### config.mk
export PLATFORM = sky130hd
export DESIGN_NAME = router_fsm_flat
export DESIGN_NICKNAME = d
export VERILOG_FILES = /design/src/rtl/router_pkg.sv /design/src/rtl/router_fsm_if.sv /design/src/rtl/router_fsm.sv /design/src/flat_wrapper.sv
export SDC_FILE = /design/constraint.sdc
export NUM_CORES = 1
export LEC_CHECK = 0
export BUFFER_PORTS_ARGS = -buffer_cell sky130_fd_sc_hd__buf_2
export CAP_MARGIN = 20
export CORE_AREA = 2 2 39 41
export CTS_CLUSTER_DIAMETER = 150
export DETAILED_ROUTE_END_ITERATION = 6
export DIE_AREA = 0 0 41 43
export GPL_TIMING_DRIVEN = 1
export PLACE_DENSITY = 0.61
export SLEW_MARGIN = 30
export SYNTH_ARGS = -nofsm -noshare
export SYNTH_HDL_FRONTEND = slang
export SYNTH_SLANG_ARGS = --single-unit
### constraint.sdc
create_clock -name clock -period 1.5 [get_ports clock]
set_clock_uncertainty 0.05 [all_clocks]
set_input_delay 0.3 -clock clock [delete_from_list [all_inputs] [get_ports clock]]
set_output_delay 0.3 -clock clock [all_outputs]
set_load 0.02 [all_outputs]
### src/rtl/router_pkg.sv
// Shared types and constants for the router input-side packet sequencer.
package router_pkg;
    localparam int          ROUTER_NUM_PORTS    = 3;
    localparam logic [1:0]  ROUTER_INVALID_ADDR = 2'b11;

    typedef enum logic [2:0] {
        DECODE_ADDRESS,
        LOAD_FIRST_DATA,
        LOAD_DATA,
        FIFO_FULL_STATE,
        LOAD_AFTER_FULL,
        LOAD_PARITY,
        CHECK_PARITY_ERROR,
        WAIT_TILL_EMPTY
    } router_state_t;
endpackage

### src/rtl/router_fsm_if.sv
// Source/synchroniser/register-side signals of the router FSM.
// The master side drives the FSM inputs; the slave side is the FSM itself.
interface router_fsm_if;
    logic       pkt_valid;
    logic [1:0] data_in;
    logic       fifo_full;
    logic       fifo_empty_0, fifo_empty_1, fifo_empty_2;
    logic       soft_reset_0, soft_reset_1, soft_reset_2;
    logic       parity_done;
    logic       low_pkt_valid;
    logic       detect_add;
    logic       lfd_state;
    logic       ld_state;
    logic       laf_state;
    logic       full_state;
    logic       write_enb_reg;
    logic       rst_int_reg;
    logic       busy;

    modport master (
        output pkt_valid, data_in, fifo_full,
               fifo_empty_0, fifo_empty_1, fifo_empty_2,
               soft_reset_0, soft_reset_1, soft_reset_2,
               parity_done, low_pkt_valid,
        input  detect_add, lfd_state, ld_state, laf_state, full_state,
               write_enb_reg, rst_int_reg, busy
    );

    modport slave (
        input  pkt_valid, data_in, fifo_full,
               fifo_empty_0, fifo_empty_1, fifo_empty_2,
               soft_reset_0, soft_reset_1, soft_reset_2,
               parity_done, low_pkt_valid,
        output detect_add, lfd_state, ld_state, laf_state, full_state,
               write_enb_reg, rst_int_reg, busy
    );
endinterface

### src/rtl/router_fsm.sv
// Packet sequencer for the 1x3 router input side: header decode, payload load,
// full-stall handling, parity load/check, and per-port soft-reset abort.
module router_fsm
    import router_pkg::*;
#(
    parameter int NUM_PORTS = ROUTER_NUM_PORTS,
    parameter int ADDR_W    = 2
) (
    input  logic          clock,
    input  logic          resetn,
    router_fsm_if.slave   bus
);

    router_state_t       state_q, state_d;
    logic [ADDR_W-1:0]   addr_q, addr_d;
    logic [NUM_PORTS-1:0] empty_vec, srst_vec;
    logic                empty_live, empty_held, srst_held;

    // Out-of-range addresses select nothing, so 2'b11 never looks empty or reset.
    function automatic logic port_sel(input logic [NUM_PORTS-1:0] v,
                                      input logic [ADDR_W-1:0]    a);
        logic r;
        r = 1'b0;
        for (int i = 0; i < NUM_PORTS; i++)
            if (a == ADDR_W'(i)) r = v[i];
        return r;
    endfunction

    assign empty_vec  = {bus.fifo_empty_2, bus.fifo_empty_1, bus.fifo_empty_0};
    assign srst_vec   = {bus.soft_reset_2, bus.soft_reset_1, bus.soft_reset_0};
    assign empty_live = port_sel(empty_vec, bus.data_in);
    assign empty_held = port_sel(empty_vec, addr_q);
    assign srst_held  = port_sel(srst_vec, addr_q);

    always_ff @(posedge clock or negedge resetn) begin
        if (!resetn) begin
            state_q <= DECODE_ADDRESS;
            addr_q  <= '0;
        end else begin
            state_q <= state_d;
            addr_q  <= addr_d;
        end
    end

    always_comb begin
        state_d = state_q;
        addr_d  = addr_q;
        unique case (state_q)
            DECODE_ADDRESS: begin
                if (bus.pkt_valid) addr_d = bus.data_in;
                if (bus.pkt_valid && bus.data_in != ROUTER_INVALID_ADDR)
                    state_d = empty_live ? LOAD_FIRST_DATA : WAIT_TILL_EMPTY;
            end
            WAIT_TILL_EMPTY:    if (empty_held) state_d = LOAD_FIRST_DATA;
            LOAD_FIRST_DATA:    state_d = LOAD_DATA;
            LOAD_DATA: begin
                if (bus.fifo_full)       state_d = FIFO_FULL_STATE;
                else if (!bus.pkt_valid) state_d = LOAD_PARITY;
            end
            FIFO_FULL_STATE:    if (!bus.fifo_full) state_d = LOAD_AFTER_FULL;
            LOAD_AFTER_FULL: begin
                if (bus.parity_done)        state_d = DECODE_ADDRESS;
                else if (bus.low_pkt_valid) state_d = LOAD_PARITY;
                else                        state_d = LOAD_DATA;
            end
            LOAD_PARITY:        state_d = CHECK_PARITY_ERROR;
            CHECK_PARITY_ERROR: state_d = bus.fifo_full ? FIFO_FULL_STATE : DECODE_ADDRESS;
            default:            state_d = DECODE_ADDRESS;
        endcase
        // A timeout on the addressed output abandons the packet from any active state.
        if (state_q != DECODE_ADDRESS && srst_held) state_d = DECODE_ADDRESS;
    end

    assign bus.detect_add    = (state_q == DECODE_ADDRESS);
    assign bus.lfd_state     = (state_q == LOAD_FIRST_DATA);
    assign bus.ld_state      = (state_q == LOAD_DATA);
    assign bus.laf_state     = (state_q == LOAD_AFTER_FULL);
    assign bus.full_state    = (state_q == FIFO_FULL_STATE);
    assign bus.write_enb_reg = (state_q == LOAD_DATA) || (state_q == LOAD_PARITY)
                            || (state_q == LOAD_AFTER_FULL);
    assign bus.rst_int_reg   = (state_q == CHECK_PARITY_ERROR);
    assign bus.busy          = (state_q != DECODE_ADDRESS) && (state_q != LOAD_DATA);

endmodule

### src/flat_wrapper.sv
// flat-port wrapper written by rule: the top's interface ports become plain ports
module router_fsm_flat import router_pkg::*;
#(
    parameter int NUM_PORTS = ROUTER_NUM_PORTS,
    parameter int ADDR_W    = 2
)
  (clock, resetn, bus_pkt_valid, bus_data_in, bus_fifo_full, bus_fifo_empty_0, bus_fifo_empty_1, bus_fifo_empty_2, bus_soft_reset_0, bus_soft_reset_1, bus_soft_reset_2, bus_parity_done, bus_low_pkt_valid, bus_detect_add, bus_lfd_state, bus_ld_state, bus_laf_state, bus_full_state, bus_write_enb_reg, bus_rst_int_reg, bus_busy);
  router_fsm_if bus_i ();
  input  logic clock;
  input  logic resetn;
  input wire logic [$bits(bus_i.pkt_valid)-1:0] bus_pkt_valid;
  input wire logic [$bits(bus_i.data_in)-1:0] bus_data_in;
  input wire logic [$bits(bus_i.fifo_full)-1:0] bus_fifo_full;
  input wire logic [$bits(bus_i.fifo_empty_0)-1:0] bus_fifo_empty_0;
  input wire logic [$bits(bus_i.fifo_empty_1)-1:0] bus_fifo_empty_1;
  input wire logic [$bits(bus_i.fifo_empty_2)-1:0] bus_fifo_empty_2;
  input wire logic [$bits(bus_i.soft_reset_0)-1:0] bus_soft_reset_0;
  input wire logic [$bits(bus_i.soft_reset_1)-1:0] bus_soft_reset_1;
  input wire logic [$bits(bus_i.soft_reset_2)-1:0] bus_soft_reset_2;
  input wire logic [$bits(bus_i.parity_done)-1:0] bus_parity_done;
  input wire logic [$bits(bus_i.low_pkt_valid)-1:0] bus_low_pkt_valid;
  output wire logic [$bits(bus_i.detect_add)-1:0] bus_detect_add;
  output wire logic [$bits(bus_i.lfd_state)-1:0] bus_lfd_state;
  output wire logic [$bits(bus_i.ld_state)-1:0] bus_ld_state;
  output wire logic [$bits(bus_i.laf_state)-1:0] bus_laf_state;
  output wire logic [$bits(bus_i.full_state)-1:0] bus_full_state;
  output wire logic [$bits(bus_i.write_enb_reg)-1:0] bus_write_enb_reg;
  output wire logic [$bits(bus_i.rst_int_reg)-1:0] bus_rst_int_reg;
  output wire logic [$bits(bus_i.busy)-1:0] bus_busy;
  assign bus_i.pkt_valid = bus_pkt_valid;
  assign bus_i.data_in = bus_data_in;
  assign bus_i.fifo_full = bus_fifo_full;
  assign bus_i.fifo_empty_0 = bus_fifo_empty_0;
  assign bus_i.fifo_empty_1 = bus_fifo_empty_1;
  assign bus_i.fifo_empty_2 = bus_fifo_empty_2;
  assign bus_i.soft_reset_0 = bus_soft_reset_0;
  assign bus_i.soft_reset_1 = bus_soft_reset_1;
  assign bus_i.soft_reset_2 = bus_soft_reset_2;
  assign bus_i.parity_done = bus_parity_done;
  assign bus_i.low_pkt_valid = bus_low_pkt_valid;
  assign bus_detect_add = bus_i.detect_add;
  assign bus_lfd_state = bus_i.lfd_state;
  assign bus_ld_state = bus_i.ld_state;
  assign bus_laf_state = bus_i.laf_state;
  assign bus_full_state = bus_i.full_state;
  assign bus_write_enb_reg = bus_i.write_enb_reg;
  assign bus_rst_int_reg = bus_i.rst_int_reg;
  assign bus_busy = bus_i.busy;
  router_fsm #(.NUM_PORTS(NUM_PORTS), .ADDR_W(ADDR_W)) u_core (.clock(clock), .resetn(resetn), .bus(bus_i));
endmodule
==> key figures <==
Die
  – Die area: between 1500 and 2000 um2
  – Rows: 14
  – # IOs: 22
  – Initial Util: 33.7%
  – Core Footprint: 1380 um2
  – Die Width: 41 um
  – Die span in y: 43 um

Final layout
  – Area growth from synthesis to layout: 58.4%
  – Ratio of cells with drive above 1 in the final layout: 52.2%
  – Final nets: ~110
  – Most common cell after layout, fill and taps aside: buf_2
  – Most frequent cells in the layout: 16 x buf_2, 10 x buf_4, 5 x nand2_1, 5 x o21ai_0
  – Diode count: 0
  – Final Instance Area: 739 um2

Place
  – Post-DP HPWL: approximately 870 um
  – Port bufs: 21
  – Dpl ws: between 0.03 and 0.04 ns
  – Placement Cell Area: between 600 and 700 um2
  – Final RePlAce weighted congestion: about 0.73

Synthesis
  – Synth area leaders: dfrtp_1 27%, mux2i_1 6.4%, o21ai_0 6.4%, mux2_2 4.8%, nand2_1 4.0%
  – Synth Flop Type: dfrtp_1
  – Yosys top cell by area: dfrtp_1
  – Post-synth EDFFs: 0
  – Synth top area share: 26.8%
  – Number of warnings issued by yosys: 0
  – Ys async rst share: 100%
  – Unique cell type count in the Yosys netlist: 30
  – Syn nets: 71
  – Seq cells post-synth: 5
  – Netlist Area Pre-Place: 467 um2
  – Post-synthesis cell count: 57
  – Post-synthesis sequential area ratio: 26.8%
  – Synth Area per Inst: 8.19 um2

Timing
  – Slew HR: about 77%
  – Max-slew violations: 0
  – Worst-Margin Slew: 0.339 ns
  – Final setup vio count: 1
  – Fmax: 664 MHz
  – Final hold viol count: 0
  – Setup TNS: -0.00669 ns
  – Minimum clock period: 1.51 ns
  – Fin crit share: 100%
  – Setup slack after layout: -0.00669 ns
  – RSZ-0062 raised after global routing: true

Clocking
  – Clock Tree Root: clkbuf_4
  – CTS tree: built
  – # H-tree levels: 1
  – Worst-path clk slew: 0.05 ns
  – Clock tree buffer depth: 2
  – Worst-skew pair later-pin latency: 0.24 ns
  – Num CTS Buffers: 3
  – Number of clock sinks: 5

Power and ir drop
  – Comb pwr share: 68.7%
  – Worst vdd ir: 0.940 mV
  – P_int: 821 uW
  – Switch share: between 40 and 50%
  – Switching power total: between 600 and 700 uW
  – Sequential Power Share: 20.6%
  – Pwr Density: between 1500 and 2000 nW/um2
  – Static leakage: 0.364 nW
  – Clock network power share: 10.7%

Run
  – Max_cap viols: 0

Global route
  – Congestion Overflow GR: 0
  – Vias in the first global route: 481
  – Largest net degree at the start of global routing: 8
  – Antenna violations before repair: 0
  – GRT Total Usage: 15.4%
  – First-pass GRT wire length: ~1900 um

Worst setup path
  – Crit path max fanout: 5
  – Worst Path Arrival: 1.16 ns
  – Crit end category: output pin
  – CP Launch Point: u_core.state_q[0]
  – RR Startpoint: u_core.state_q[0]
  – Crit path kind: register to output pin
  – CP required: 1.15 ns
  – Worst setup SP type: register

Routing
  – Via/cell ratio: ~5.0
  – DRT Pass-1 Iters: 4
  – Final WL: 1150 um
  – Total number of vias: 532
  – Routed len/inst: 10.9 um
  – Drt drc: 0
  – Iter 0 DRT Violations: 9
  – Number of routed nets with antenna violations: 0

Worst hold path
  – Worst hold path startpoint: bus_data_in[1]
  – HP Class: input port to register

Outcome
  – Failing checks: setup timing
  – Status: complete, but fails checks
## cell type report
class	instances	area (um2)
tap	16	20.0
clock inverter	1	5.00
multi-input combinational	46	337
clock buffer	3	22.5
inverter	3	13.8
sequential	5	126
timing repair buffer	32	215
fill	124	644
## what timing repair did
item | CTS | global route
pin swaps | 1 | 0
endpoints found under the hold margin | 5 | 0
setup buffers | 5 | 0
endpoints found under the setup margin | 8 | 9
hold buffers | 1 | 0
cloned | 1 | 0
resized for setup | 15 | 4
## worst max-delay path, cell delays in order (launching register included)
cell     delay (ns)
dfrtp_1        0.40
buf_6          0.15
or2_4          0.24
buf_6          0.13
## cell families after synthesis
family | share of synthesized area (%)
AND/OR/NAND/NOR | 30.8
AO/OA/AOI/OAI | 25.5
buffers and inverters | 5.63
multiplexers | 11.3
flip-flops | 26.8
## worst paths after layout
check                                          to  depth (start not counted)  slack [ns]
worst max register to register  u_core.state_q[0]                          4        0.05
worst min register to register   u_core.addr_q[0]                          1        0.56
worst max-delay path                     bus_busy                          3      -0.007
max in group asynchronous       u_core.state_q[1]                          2        0.92
min in group asynchronous       u_core.state_q[2]                          2        0.34
worst min-delay path             u_core.addr_q[1]                          2        0.30
## state kept, by name, summed over array words and instances (netlist names)
register and count:
u_core.addr_q 2, u_core.state_q 3
## metal layers
metal	vias up	GRT usage (%)	wire, um
li1	273	-	-
met2	10	25.3	563
met4	0	4.00	0
met3	0	4.71	48
met1	249	18.5	542
met5	-	0	0
## cells in the mapped netlist, drive strengths merged (2+ instances only)
master  instances
o21ai           6
and3            2
nand2           5
inv             3
nor3            2
dfrtp           5
nor2            4
mux2i           3
and2            2
nand3           2
mux2            2
nand3b          2
nor2b           2
buf             3
## stage by stage
step                hold WS [ns]  power, mW  utilization [%]  instances
detailed placement        0.0678       1.06             44.3         95
global route               0.283       1.57             53.4        106
global placement          0.0655       1.06             44.3         95
CTS                        0.287       1.43             52.8        106
finish                     0.298       1.45             53.4        106
floorplan                -0.0456      0.838                -         57
## power groups by stage
stage          Combinational (mW)  Sequential [mW]  Clock, mW
5_1_grt                      1.09            0.306      0.174
4_1_cts                     0.982            0.287      0.166
3_5_place_dp                0.767            0.293          0
3_3_place_gp                0.764            0.299          0
6_report                    0.996            0.298      0.155
2_1_floorplan               0.592            0.246          0
No activity file was read; power rests on OpenSTA's default activity.
